`config.mk`:
```
export PLATFORM = sky130hd
export DESIGN_NAME = day11_sr_latch
export DESIGN_NICKNAME = d
export VERILOG_FILES = /design/src/rtl/day11_sr_latch.sv
export SDC_FILE = /design/constraint.sdc
export NUM_CORES = 1
export LEC_CHECK = 0
export CAP_MARGIN = 20
export CORE_AREA = 2 2 39 41
export CTS_BUF_LIST = sky130_fd_sc_hd__clkbuf_8
export CTS_CLUSTER_DIAMETER = 40
export DETAILED_ROUTE_END_ITERATION = 8
export DIE_AREA = 0 0 41 43
export MAX_ROUTING_LAYER = met4
export SLEW_MARGIN = 10
export SYNTH_ARGS = -nofsm -noshare
export SYNTH_HDL_FRONTEND = slang
export SYNTH_SLANG_ARGS = --single-unit
```
`constraint.sdc`:
```
create_clock -name clk -period 1.26 [get_ports clk]
set_clock_uncertainty 0.15 [all_clocks]
set_input_delay 0.315 -clock clk [delete_from_list [all_inputs] [get_ports clk]]
set_output_delay 0.315 -clock clk [all_outputs]
set_load 0.03 [all_outputs]
```
`src/rtl/day11_sr_latch.sv`:
```
// ============================================================================
// Module   : day11_sr_latch
// Purpose  : Clocked SR storage element, WIDTH independent bits, with true and
//            complementary outputs and per-bit flags for the S=R=1 input.
// Revision : 1.0 - initial release
// ============================================================================
`default_nettype none

module day11_sr_latch #(
    parameter int WIDTH        = 1,
    parameter int INVALID_MODE = 0,
    parameter int STICKY_ERR   = 0
) (
    input  logic             clk,
    input  logic             rst_n,
    input  logic [WIDTH-1:0] s,
    input  logic [WIDTH-1:0] r,
    output logic [WIDTH-1:0] q,
    output logic [WIDTH-1:0] qbar,
    output logic [WIDTH-1:0] invalid,
    output logic             err_sticky
);

    logic [WIDTH-1:0] w_set_only;
    logic [WIDTH-1:0] w_clr_only;
    logic [WIDTH-1:0] w_both;
    logic [WIDTH-1:0] w_set_eff;
    logic [WIDTH-1:0] w_clr_eff;
    logic [WIDTH-1:0] w_out_mask;
    logic [WIDTH-1:0] w_state_nxt;

    logic [WIDTH-1:0] r_state;
    logic [WIDTH-1:0] r_q;
    logic [WIDTH-1:0] r_qbar;
    logic [WIDTH-1:0] r_invalid;

    assign w_set_only = s & ~r;
    assign w_clr_only = r & ~s;
    assign w_both     = s & r;

    // The S=R=1 case is folded into the effective set/clear terms; in NOR
    // style neither fires (state preserved) and both outputs are forced low.
    generate
        if (INVALID_MODE == 1) begin : g_set_wins
            assign w_set_eff  = s;
            assign w_clr_eff  = w_clr_only;
            assign w_out_mask = '0;
        end else if (INVALID_MODE == 2) begin : g_reset_wins
            assign w_set_eff  = w_set_only;
            assign w_clr_eff  = r;
            assign w_out_mask = '0;
        end else begin : g_nor_style
            assign w_set_eff  = w_set_only;
            assign w_clr_eff  = w_clr_only;
            assign w_out_mask = w_both;
        end
    endgenerate

    assign w_state_nxt = (r_state | w_set_eff) & ~w_clr_eff;

    always_ff @(posedge clk) begin
        if (!rst_n) begin
            r_state   <= '0;
            r_q       <= '0;
            r_qbar    <= '1;
            r_invalid <= '0;
        end else begin
            r_state   <= w_state_nxt;
            r_q       <= w_state_nxt & ~w_out_mask;
            r_qbar    <= ~w_state_nxt & ~w_out_mask;
            r_invalid <= w_both;
        end
    end

    generate
        if (STICKY_ERR != 0) begin : g_sticky
            logic r_err_sticky;
            always_ff @(posedge clk) begin
                if (!rst_n) begin
                    r_err_sticky <= 1'b0;
                end else begin
                    r_err_sticky <= r_err_sticky | (|w_both);
                end
            end
            assign err_sticky = r_err_sticky;
        end else begin : g_no_sticky
            assign err_sticky = 1'b0;
        end
    endgenerate

    assign q       = r_q;
    assign qbar    = r_qbar;
    assign invalid = r_invalid;

endmodule

`default_nettype wire

```
== Word-level counts from Yosys, hierarchy flattened ==
Cells that the tools add are included.
Operators by class
  divide/modulo/power cells: 0
  add/sub/neg operators: 0
  mux-type cells: 0
  bitwise logic cells: 12
  reductions and logical operators: 0
  equal/unequal tests: 0
  magnitude comparators: 0
  multipliers: 0
  shift-type cells: 0
Operator list (count)
  1-bit AND: 6
  1-bit inverter: 5
  1-bit OR: 1
Storage, ports and cells
  bits of input ports: 4
  output and inout port bits: 4
  memory bits (read-only): 0
  memories kept: 0
  register bits after elaboration: 4
  bits in latches: 0
  memory bits (writable): 0
  word-level logic and storage cells: 16

== Depth between registers and ports, before layout ==
  depth after elaboration: 6
  gate-level depth with buffers: 2
  depth with buffers taken out: 2

== Least setup slack after synthesis ==
No wires, ideal clock.
  kind: register to output
  from: register r_invalid, in the netlist invalid
  to: output invalid
  required time: 0.795 ns
  arrival time: 0.459 ns
  stages on the path, launching flop included: 1
  setup slack: 0.336 ns
  cell sequence: dfxtp_1
RTL lines
  start: declaration: line 35  | logic [WIDTH-1:0] r_invalid;
  start signal: assignment: line 71  | r_invalid <= w_both;
  end: declaration: line 20  | output logic [WIDTH-1:0] invalid,
No word-level cell between the ends.

== Worst setup path in the final report ==
  from: register r_invalid, in the netlist invalid
  to: output invalid
No word-level cell between the ends.

==> results_dict.tcl <==
set metrics [dict create \
    io_pins 8 \
    final_cells 38 \
    end_kind "output pin" \
    wl_um 237 \
    antenna_found_initial 0 \
    seqPwrFrac_pct 30.9 \
    multiInputGateArea_um2 58.81 \
    peakVddDrop_v 0.0002518 \
    pre_cts_ws_ps -94.98 \
    final_util_pct 18.26 \
    holdWs_ps 378.2 \
    critPathKind "register to output pin" \
    p_leak_nw 0.1051 \
    worst_ep_arrival_time_ps 660 \
    synth_top_area_share_pct 54.70 \
    synth_largest_area_cell "dfxtp_1" \
    power_density_mw_per_mm2 1761 \
    drtIter0Drc 0 \
    syn-num-nets 18 \
    p_sw_mw 0.08612 \
    power_mw 0.4452 \
    cts.sinks 4 \
    cts_hold_buf 0 \
    hold_depth 2 \
    place_area_um2 211.5 \
    drc 0 \
    dp_cells 35 \
    r2r_cells 2 \
    ys_types 11 \
    startpoint "invalid" \
    ys_seq_area_share_pct 54.70 \
    synth-simple-area-share_pct 28.21 \
    cts_root_buffer "clkbuf_8" \
    setup_ws_ps 137.0 \
    setup_viol 0 \
    syn_area_per_cell_um2 10.46 \
    overflow 0 \
    grt_pass1_vias 109 \
    synth-compound-area-share_pct 9.402 \
    die-area_mm2 0.001763 \
    internal_power_mw 0.3590 \
    netlist_instances 14 \
    period_minus_slack_ps 1123 \
    cts_tree "built" \
    maxSlewViolCount 0 \
    rr_endpoint "r_state" \
    outcome "complete, no violations" \
    grt_pass1_wl_um 365 \
    holdPathEnd "q" \
    maxCapViolCount 0 \
    cts_buffer_depth 2 \
    clock.fmax_ghz 0.8905 \
    clk_latency_ps 210 \
    cts_made_buffers 3 \
    synth_area_um2 146.4 \
    critPathMaxStageDelay_ps 300 \
    rrSetupSlack_ps 420 \
    path_buf_inv 1 \
    yosys_warnings 0 \
    synth_xor_area_share_pct 0 \
    worstHoldStart "r_state" \
    ys_seq_elements 4 \
    hold_viol_final 0 \
    r2r-start "r_state" \
    slowest_stage "dfxtp_1" \
    holdCritPathClass "register to register" \
    fin_tns_setup_ps 0 \
    area_growth_pct 72.65 \
    core-area_mm2 0.001384 \
    start_util_pct 10.58 \
    clockPowerShare_pct 58.8 \
    hpwlAfterDp_um 185 \
    period_share_pct 89.12 \
    synthAdderAreaFrac_pct 0 \
    post-cts-setup-buffer-count 0 \
    avgRoutedWirePerCell_um 6.237 \
    num_antenna_cells 0 \
    worstPathRequired_ps 790 \
    fin_nets 28 \
    p_sw_share_pct 19.35 \
    track_usage_pct 3.597 \
    die_x_um 41 \
    cts_resized 0 \
    cts_htree_levels 1 \
    drive_gt1_share_pct 36.36 \
    gp_congestion 0.5775 \
    via_count 120 \
    critical_path.top_delay_family "flip-flops" \
    crit_path_max_fanout 1 \
    fp.dieH_um 43 \
    rows 14 \
    antenna_left 0 \
    drtPass1Iterations 1 \
    grt_setup_unrepaired "no" \
    finalInstanceArea_um2 252.7 \
    portBuffers 6 \
    regArea_um2 80.08 \
    worstPathCellList "buf_4" \
    vias_per_cell 3.158 \
    nFillCells 153 \
    synth_top_family_by_area "simple AND/OR/NAND/NOR gates" \
    synth.area.top_cells "dfxtp_1 55%, nor3b_2 8.5%, nor2b_2 6.0%" \
    startpoint_type "register" \
    synth_mux_area_share_pct 0 \
    grt_max_degree 6 \
    clk_pin_slew_ps 30 \
    pwr-share-comb_pct 10.3 \
]
==> worst register-to-register path, delay by kind of cell (launching register included) <==
family          cells  cell delay, ps
flops               1             310
simple gates        1             160
compound gates      1             110
==> worst max path at each step <==
stage,endpoint,slack (ps),cells after the start
2_1_floorplan,invalid,340,0
3_3_place_gp,r_state,-80,3
3_5_place_dp,r_state,-90,3
4_1_cts,invalid,130,1
5_1_grt,invalid,90,1
6_report,invalid,140,1
==> cell usage in the layout, fill, tap and decap left out <==
master,netlist,routed
o2bb2ai_1,1,1
conb_1,1,1
nand2_1,1,1
nor3b_2,1,1
clkbuf_8,0,3
clkdlybuf4s50_1,0,3
o21ai_1,1,1
nor2b_2,1,1
buf_4,1,3
and3_1,1,1
nor2b_1,1,1
nor2_1,1,1
dfxtp_1,4,4
==> layer usage <==
layer  part of all wire, %  global-route usage (%)
met3                    13                   1.571
met2                    54                   5.000
met4                     0                   6.000
met1                    32                   2.244
met5                     0                       -
==> state kept, by name (all words and copies together) (netlist names) <==
register	count
invalid	1
q	1
r_state	1
qbar	1
==> cell families (layout without fill, tap and decap cells) <==
kind of cell | after synthesis | in the layout
buffers and inverters | 1 | 9
flip-flops | 4 | 4
AO/OA/AOI/OAI | 2 | 2
other | 1 | 1
AND/OR/NAND/NOR | 6 | 6
==> area by class of cell <==
class	count	area share (%)
repair buffers	6	20.79
multi-input cells	9	23.27
clock buffers	3	16.34
well taps	16	7.921
flip-flops and latches	4	31.68
==> power by group through the flow <==
| stage | Sequential (mW) | Combinational, mW | Clock, mW |
|---|---|---|---|
| final | 0.138 | 0.0456 | 0.262 |
| after global routing | 0.139 | 0.0497 | 0.281 |
| after CTS | 0.138 | 0.0462 | 0.271 |
| after detailed placement | 0.139 | 0.0463 | 0 |
| after global placement | 0.139 | 0.0458 | 0 |
| after floorplan | 0.149 | 0.0166 | 0 |
==> cells in the mapped netlist <==
library cell / count
and3_1: 1
nor2b_1: 1
nand2_1: 1
o21ai_1: 1
dfxtp_1: 4
o2bb2ai_1: 1
conb_1: 1
nor2b_2: 1
nor2_1: 1
buf_4: 1
nor3b_2: 1
Power figures use the tool's default switching activity.
